<file path="src/rtl/fifo_wr_arbiter.sv">
// Round-robin arbiter sharing one FIFO write port among NUM_REQ producers, with credit-tracked occupancy.
// Optional burst lock is enabled by defining FIFO_ARB_LOCK_EN.
module fifo_wr_arbiter #(
  parameter int unsigned NUM_REQ    = 4,
  parameter int unsigned DATA_WIDTH = 8,
  parameter int unsigned FIFO_DEPTH = 8,
  localparam int unsigned LVL_W     = $clog2(FIFO_DEPTH + 1),
  localparam int unsigned ID_W      = $clog2(NUM_REQ)
) (
  input  logic                          clk,
  input  logic                          rst,
  input  logic [NUM_REQ-1:0]            req_valid,
  input  logic [NUM_REQ*DATA_WIDTH-1:0] req_data,
  input  logic [NUM_REQ-1:0]            req_last,
  output logic [NUM_REQ-1:0]            req_ready,
  output logic                          fifo_wr_en,
  output logic [DATA_WIDTH-1:0]         fifo_data_in,
  input  logic                          fifo_rd_en,
  input  logic                          fifo_empty,
  input  logic                          fifo_full,
  output logic [LVL_W-1:0]              level,
  output logic [ID_W-1:0]               grant_id,
  output logic                          err_overflow
);

  logic                  wr_en_q, wr_en_d;
  logic [DATA_WIDTH-1:0] data_q, data_d;
  logic [LVL_W-1:0]      level_q, level_d;
  logic [ID_W-1:0]       gid_q, gid_d;
  logic                  err_q, err_d;

  logic [ID_W-1:0]       win_c;
  logic                  win_vld_c;
  logic [ID_W-1:0]       sel_c;
  logic                  sel_vld_c;
  logic                  has_credit_c;
  logic [NUM_REQ-1:0]    ready_c;
  logic                  accept_c;
  logic                  read_c;
  int unsigned           win_idx;

`ifdef FIFO_ARB_LOCK_EN
  logic                  lock_q, lock_d;
  logic [ID_W-1:0]       lock_id_q, lock_id_d;
`else
  logic                  unused_last;
  assign unused_last = ^req_last;
`endif

  // Round-robin search starting just after the last granted requester.
  always_comb begin
    win_c     = gid_q;
    win_vld_c = 1'b0;
    win_idx   = 0;
    for (int unsigned k = 1; k <= NUM_REQ; k++) begin
      win_idx = 32'(gid_q) + k;
      if (win_idx >= NUM_REQ) begin
        win_idx = win_idx - NUM_REQ;
      end
      if (!win_vld_c && req_valid[ID_W'(win_idx)]) begin
        win_vld_c = 1'b1;
        win_c     = ID_W'(win_idx);
      end
    end
  end

  // A held lock overrides arbitration, even while the owner is idle.
  always_comb begin
    sel_c     = win_c;
    sel_vld_c = win_vld_c;
`ifdef FIFO_ARB_LOCK_EN
    if (lock_q) begin
      sel_c     = lock_id_q;
      sel_vld_c = 1'b1;
    end
`endif
  end

  assign has_credit_c = (level_q < LVL_W'(FIFO_DEPTH));

  always_comb begin
    ready_c = '0;
    if (rst && has_credit_c && sel_vld_c) begin
      ready_c[sel_c] = 1'b1;
    end
  end

  assign accept_c = |(req_valid & ready_c);
  assign read_c   = fifo_rd_en && !fifo_empty;

  // Output register, credit counter and sticky overflow flag.
  always_comb begin
    wr_en_d = accept_c;
    data_d  = data_q;
    gid_d   = gid_q;
    level_d = level_q;
    err_d   = err_q | (wr_en_q & fifo_full);
    if (accept_c) begin
      data_d = req_data[32'(sel_c) * DATA_WIDTH +: DATA_WIDTH];
      gid_d  = sel_c;
    end
    if (accept_c && !read_c && (level_q != LVL_W'(FIFO_DEPTH))) begin
      level_d = level_q + LVL_W'(1);
    end else if (read_c && !accept_c && (level_q != '0)) begin
      level_d = level_q - LVL_W'(1);
    end
  end

`ifdef FIFO_ARB_LOCK_EN
  // Lock on a non-last beat; a last beat from the owner releases it.
  always_comb begin
    lock_d    = lock_q;
    lock_id_d = lock_id_q;
    if (accept_c) begin
      lock_d    = !req_last[sel_c];
      lock_id_d = sel_c;
    end
  end

  always_ff @(posedge clk or negedge rst) begin
    if (!rst) begin
      lock_q    <= 1'b0;
      lock_id_q <= '0;
    end else begin
      lock_q    <= lock_d;
      lock_id_q <= lock_id_d;
    end
  end
`endif

  always_ff @(posedge clk or negedge rst) begin
    if (!rst) begin
      wr_en_q <= 1'b0;
      data_q  <= '0;
      level_q <= '0;
      gid_q   <= ID_W'(NUM_REQ - 1);
      err_q   <= 1'b0;
    end else begin
      wr_en_q <= wr_en_d;
      data_q  <= data_d;
      level_q <= level_d;
      gid_q   <= gid_d;
      err_q   <= err_d;
    end
  end

  assign req_ready    = ready_c;
  assign fifo_wr_en   = wr_en_q;
  assign fifo_data_in = data_q;
  assign level        = level_q;
  assign grant_id     = gid_q;
  assign err_overflow = err_q;

endmodule
</file>
<file path="config.mk">
export PLATFORM = sky130hd
export DESIGN_NAME = fifo_wr_arbiter
export DESIGN_NICKNAME = d
export VERILOG_FILES = /design/src/rtl/fifo_wr_arbiter.sv
export SDC_FILE = /design/constraint.sdc
export NUM_CORES = 1
export LEC_CHECK = 0
export ABC_AREA = 1
export CORE_MARGIN = 2
export CORE_UTILIZATION = 30
export CTS_CLUSTER_DIAMETER = 120
export DETAILED_ROUTE_END_ITERATION = 10
export PLACE_DENSITY = 0.74
export SLEW_MARGIN = 10
export SYNTH_ARGS = -nofsm -noshare
export SYNTH_HDL_FRONTEND = slang
export SYNTH_SLANG_ARGS = --single-unit
</file>
<file path="constraint.sdc">
create_clock -name clk -period 2.2 [get_ports clk]
set_input_delay 0.44 -clock clk [delete_from_list [all_inputs] [get_ports clk]]
set_output_delay 0.44 -clock clk [all_outputs]
set_load 0.02 [all_outputs]
</file>
Word level (Yosys, flattened, before mapping)
Index checks and enable logic that the tools add are counted.
- $add $sub $neg: 10
- order comparisons: 11
- shift-type cells: 1
- reduce and logical (&&, ||, !) cells: 20
- mux-type cells: 25
- equality and inequality tests: 1
- bitwise logic cells: 3
- operator list (cell ; number):
    variable part select 32 x 6 -> 8 bit ; 1
    two-way mux 2 bit ; 8
    < comparator 2 x 3 -> 1 bit (second input constant) ; 5
    two-way mux 4 bit ; 3
    logical AND 1 bit ; 11
    greater-or-equal comparator 3 bit (second input constant) ; 3
    two-way mux 1 bit ; 9
    binary-select mux 1 bit (select 2 bit) ; 4
    subtractor 2 x 1 -> 2 bit (second input constant) ; 4
    adder 2 x 2 -> 3 bit (second input constant) ; 2
    zero test 1 bit ; 6
    adder 2 x 3 -> 4 bit (second input constant) ; 1
    adder 4 x 1 -> 4 bit (second input constant) ; 1
    bitwise AND 4 bit ; 1
    greater-or-equal comparator 4 x 3 -> 1 bit (second input constant) ; 1
    < comparator 4 bit (second input constant) ; 1
    inequality test 4 bit (second input constant) ; 1
    nonzero test 4 bit ; 1
    OR reduction 4 bit ; 1
    subtractor 4 x 1 -> 4 bit (second input constant) ; 1
    adder 2 x 1 -> 3 bit (second input constant) ; 1
    demux 1 bit (select 2 bit) ; 1
    greater-or-equal comparator 2 x 1 -> 1 bit (second input constant) ; 1
    nonzero test 2 bit ; 1
    other kinds (2) ; 2
- logic and storage cells: 76
- register bits: 16
- output and inout bits: 20
- input bits: 45

Logic depth before layout (Yosys ltp)
- depth after elaboration: 27
- mapped depth: 17
- gate-level depth less buffers: 17

Least setup slack after synthesis
No wires, ideal clock.
- kind: flip-flop to output port
- from: register gid_q[0], in the netlist grant_id[0]
- to: output req_ready[3]
- cell stages (with the launch flop): 10
- buffers on the path: 2
- data required time: 1.760 ns
- setup slack: -0.267 ns
- data arrival time: 2.027 ns
- cells stage by stage: dfstp_2 > buf_6 > nand2_1 > nand2_1 > nand2_1 > nand2_4 > nand3b_4 > nand2_2 > buf_2 > nor3_1
- cells in the longest elaborated chain, start to end: 20
- elaborated cells between the ends (all ways): 45
- those cells by class: 8 x add/sub; 6 x order compare; 23 x mux; 8 x reduce/logical
- RTL lines (item ; line ; source):
    start, declared ; 29 ; logic [ID_W-1:0] gid_q, gid_d;
    start signal, assigned ; 136 ; gid_q <= ID_W'(NUM_REQ - 1);
    start signal, assigned ; 142 ; gid_q <= gid_d;
    adder 2 x 1 -> 3 bit ; 56 ; win_idx = 32'(gid_q) + k;
    greater-or-equal comparator 3 bit or subtractor 2 x 1 -> 2 bit (tied branches) ; 57, 58 ;
    two-way mux 2 bit ; 57 ; if (win_idx >= NUM_REQ) begin
    binary-select mux 1 bit (select 2 bit) ; 60 ; if (!win_vld_c && req_valid[ID_W'(win_idx)]) begin
    two-way mux 1 bit (not written as such) ; 60 ;
    two-way mux 1 bit ; 60 ;
    zero test 1 bit ; 60 ;
    logical AND 1 bit ; 60 ;
    [... 4 more ...] ; - ;
    zero test 1 bit ; 60 ;
    logical AND 1 bit ; 60 ;
    two-way mux 2 bit ; 60 ;
    < comparator 2 x 3 -> 1 bit (not written as such) or greater-or-equal comparator 2 x 1 -> 1 bit (tied branches) ; 84 ; ready_c[sel_c] = 1'b1;
    logical AND 1 bit (not written as such) ; 84 ;
    two-way mux 1 bit (not written as such) ; 84 ;
    demux 1 bit (select 2 bit) ; 84 ;
    two-way mux 4 bit (*) ; 83 ; if (rst && has_credit_c && sel_vld_c) begin
    end, declared ; 15 ; output logic [NUM_REQ-1:0] req_ready,
Mark *: on every way between the ends. The rest lies on a longest branch, timed or not. The select of a mux whose other input is x is not followed.

Worst setup path in the final report
- from: register gid_q[0], in the netlist grant_id[0]
- to: output req_ready[0]
The elaborated chain is that of the path after synthesis.

==> impl_metrics.yaml <==
run_status:
  outcome: "finished with violations"
  violations: "negative setup slack"
global_route:
  grt_pass1_wl_um: 7990
  overflow: 0
  antenna_found_initial: 0
  grt_max_degree: 17
  grt_pass1_vias: 1774
  track_usage_pct: 16.5
clock_tree:
  htree_levels: 1
  cts.clk_slew.worst_paths_ns: 0.06
  clk_latency_ns: 0.25
  cts_buffer_depth: 2
  cts_buffers: 3
  cts.sinks: 16
  cts.hold.buffers_added: 0
  cts_tree: "built"
  clockRootBuffer: "clkbuf_8"
timing:
  post-route-period-util_pct: 112
  rsz0062_at_grt: "yes"
  fin_ws_ns: -0.257
  fmax_ghz: 0.407
  slew_headroom_pct: 80.6
  skew_ns: 0.00316
  slew_violations: 0
  hold_slack_ns: 0.474
  final.setup.tns_ns: -1.35
  tightest_slew_ns: 0.290
  hold_violations: 0
  setup_viol: 7
  period_needed_ns: 2.46
drt:
  drtIter0Drc: 90
  first_pass_iters: 4
  remaining_drc_errors: 0
  viasPerCell: 4.52
  ant_nets: 0
  vias: 1798
  routedWlPerCell_um: 11.9
  wl_um: 4740
placed_design:
  place_congestion: 0.813
  pre_cts_ws_ns: -0.789
  place_area_um2: 2460
  hpwl_um: 3530
  portBuffers: 60
final_layout:
  layout-drive-gt1-share_pct: 29.9
  stdcell_area_um2: 2720
  syn2layout_area_growth_pct: 74.5
  nFillCells: 519
  num_antenna_cells: 0
  fin_nets: 377
worst_setup_path:
  crit_arrival_ns: 2.02
  max_stage_delay_ns: 0.62
  crit_path_frequent_cell: "nand2_4"
  crit_path_start_kind: "flip-flop"
  critPathBufInv: 3
  critical_path.max_fanout: 5
  critical_path_required_ns: 1.76
  crit_family: "simple AND/OR/NAND/NOR gates"
  ff2ff_path_depth: 18
  cp_num_cells: 12
  timing_worst_setup_path_type: "reg2out"
  crit_chain: "buf_4 > nand2_2 > nand2_4 > nand2_1 > nand2_4 > nand3_4 > inv_2 > nand2_2 > nand2_4 > nand2_4 > nor2_4 > buf_6"
  cp_slowest_cell: "dfstp_2"
  end_kind: "primary output"
synth:
  synth_cell_types: 28
  synth_edf_count: 0
  avgSynthCellArea_um2: 6.67
  ys_warn_count: 0
  synthMostInstantiatedCell: "nand2_1"
  synth_top_flop_cell: "dfrtp_1"
  ys_seq_elements: 16
  synthCells: 234
  synth_commonest_cells: "84 x nand2_1, 52 x nand3_1, 24 x inv_1, 14 x dfrtp_1, 11 x nand2_2"
  yosysSeqAreaShare_pct: 25.8
  yosys.area_share.simple_pct: 54.5
  synth_top_family_by_area: "simple AND/OR/NAND/NOR gates"
  synthTopCellsByArea: "dfrtp_1 22%, nand2_1 20%, nand3_1 17%, inv_1 5.8%, nand2_2 4.4%"
  synthMuxAreaShare_pct: 0
  synthXorXnorAreaFrac_pct: 1.12
  synth_compound_area_share_pct: 2.97
  synthesis.area_um2: 1560
  synth_top_area_cell: "dfrtp_1"
  synthArstFlopShare_pct: 100
  syn-num-nets: 282
  synthDominantCellAreaShare_pct: 22.5
  synth_fa_ha_area_share_pct: 2.89
die:
  initial_core_util_pct: 30.7
  core_area_um2: 5070
  ios: 65
  fp.dieW_um: 76.1
  die-area_um2: 5790
  rows: 26
  die_height_um: 76.1
power:
  ir_drop_mv: 0.830
  p_leak_nw: 1.40
  finalPower_mw: 5.06
  power.density_cell_area_nw_per_um2: 1860
min_path:
  hold_depth: 1
  hold_class: "reg2reg"
flow_run:
  drv_cap: 0
==> worst register-to-register path, cell delays in order, from the launching register on <==
cell,delay (ns)
dfstp_2,0.62
inv_4,0.10
nand2_2,0.09
nand2_4,0.07
nand2_4,0.10
nand2_8,0.08
nor2_8,0.15
nand3b_4,0.11
buf_6,0.13
nand3_4,0.08
ha_4,0.21
nand2_1,0.06
nand2_1,0.05
a31oi_2,0.16
inv_1,0.06
nand2_1,0.06
nand2_1,0.06
nand2_1,0.06
nand2_1,0.04
==> sequential cells by signal, indices dropped and copies added, names as in the netlist <==
name / flops
err_overflow: 1
fifo_data_in: 8
fifo_wr_en: 1
grant_id: 2
level: 4
==> layer usage <==
layer | routed length (um) | part of all wire (%) | vias up | GRT usage, %
met2 | 2370 | 50 | 43 | 30.0
met1 | 2070 | 44 | 818 | 19.9
met5 | 0 | 0 | - | 0
li1 | - | - | 930 | -
met4 | 67 | 1.4 | 0 | 5.09
met3 | 232 | 4.9 | 7 | 2.61
==> area by class of cell <==
type                       count  area [um2]  share of cell area (%)
inverter                      31         131                    4.83
timing repair buffer          97         903                    33.2
multi-input combinational    180        1140                    42.0
clock buffer                   4        55.1                    2.02
sequential                    16         403                    14.8
tap                           70        87.6                    3.22
==> where the power goes <==
| group | total [mW] | leakage [nW] | internal [mW] | switching (mW) |
|---|---|---|---|---|
| clock | 0.257 | 0.0288 | 0.159 | 0.0977 |
| sequential | 0.588 | 0.191 | 0.452 | 0.136 |
| combinational | 4.21 | 1.18 | 1.80 | 2.41 |
==> cell usage in the layout (no fill, tap or decap), types with 2 or more instances in the layout <==
master	instances
nand2_2	13
dfstp_2	2
clkdlybuf4s50_1	54
nor3_4	2
buf_4	32
nand3_1	50
nand2_4	12
nand2_8	3
nor2_4	2
clkbuf_8	4
xor2_1	2
o21ai_1	2
nand3_4	4
inv_2	2
nand2_1	73
buf_6	9
a21oi_1	2
nor2_1	2
nand3_2	3
dfrtp_1	14
inv_1	24
inv_4	4
==> worst paths after layout <==
path	start	endpoint	slack, ns
setup / recovery	grant_id[0]	req_ready[0]	-0.26
min in group asynchronous	rst	level[0]	0.55
hold / removal	err_overflow	err_overflow	0.47
max in group asynchronous	rst	grant_id[1]	1.40
setup reg to reg	grant_id[0]	level[3]	-0.20
hold reg to reg	err_overflow	err_overflow	0.47
==> logic make-up after synthesis <==
| group | count (synthesis) |
|---|---|
| xor gates and xnor gates | 2 |
| adders and majority gates | 3 |
| buffers and inverters | 39 |
| AOI/OAI and AO/OA | 8 |
| DFF | 16 |
| and+or+nand+nor | 166 |
==> what timing repair did <==
| item | 4_1_cts | 5_1_grt |
|---|---|---|
| buffers inserted | 10 | 1 |
| gates resized for setup | 55 | 5 |
| pin swaps | 20 | 0 |
| gates cloned | 0 | 1 |
| endpoints found under the setup margin | 10 | 16 |
==> through the flow <==
stage	utilization (%)	std cells
after floorplan	-	234
final	53.6	398
after global placement	48.4	384
after CTS	53.1	398
after detailed placement	48.4	384
after global routing	53.6	398
Power figures use the tool's default switching activity.
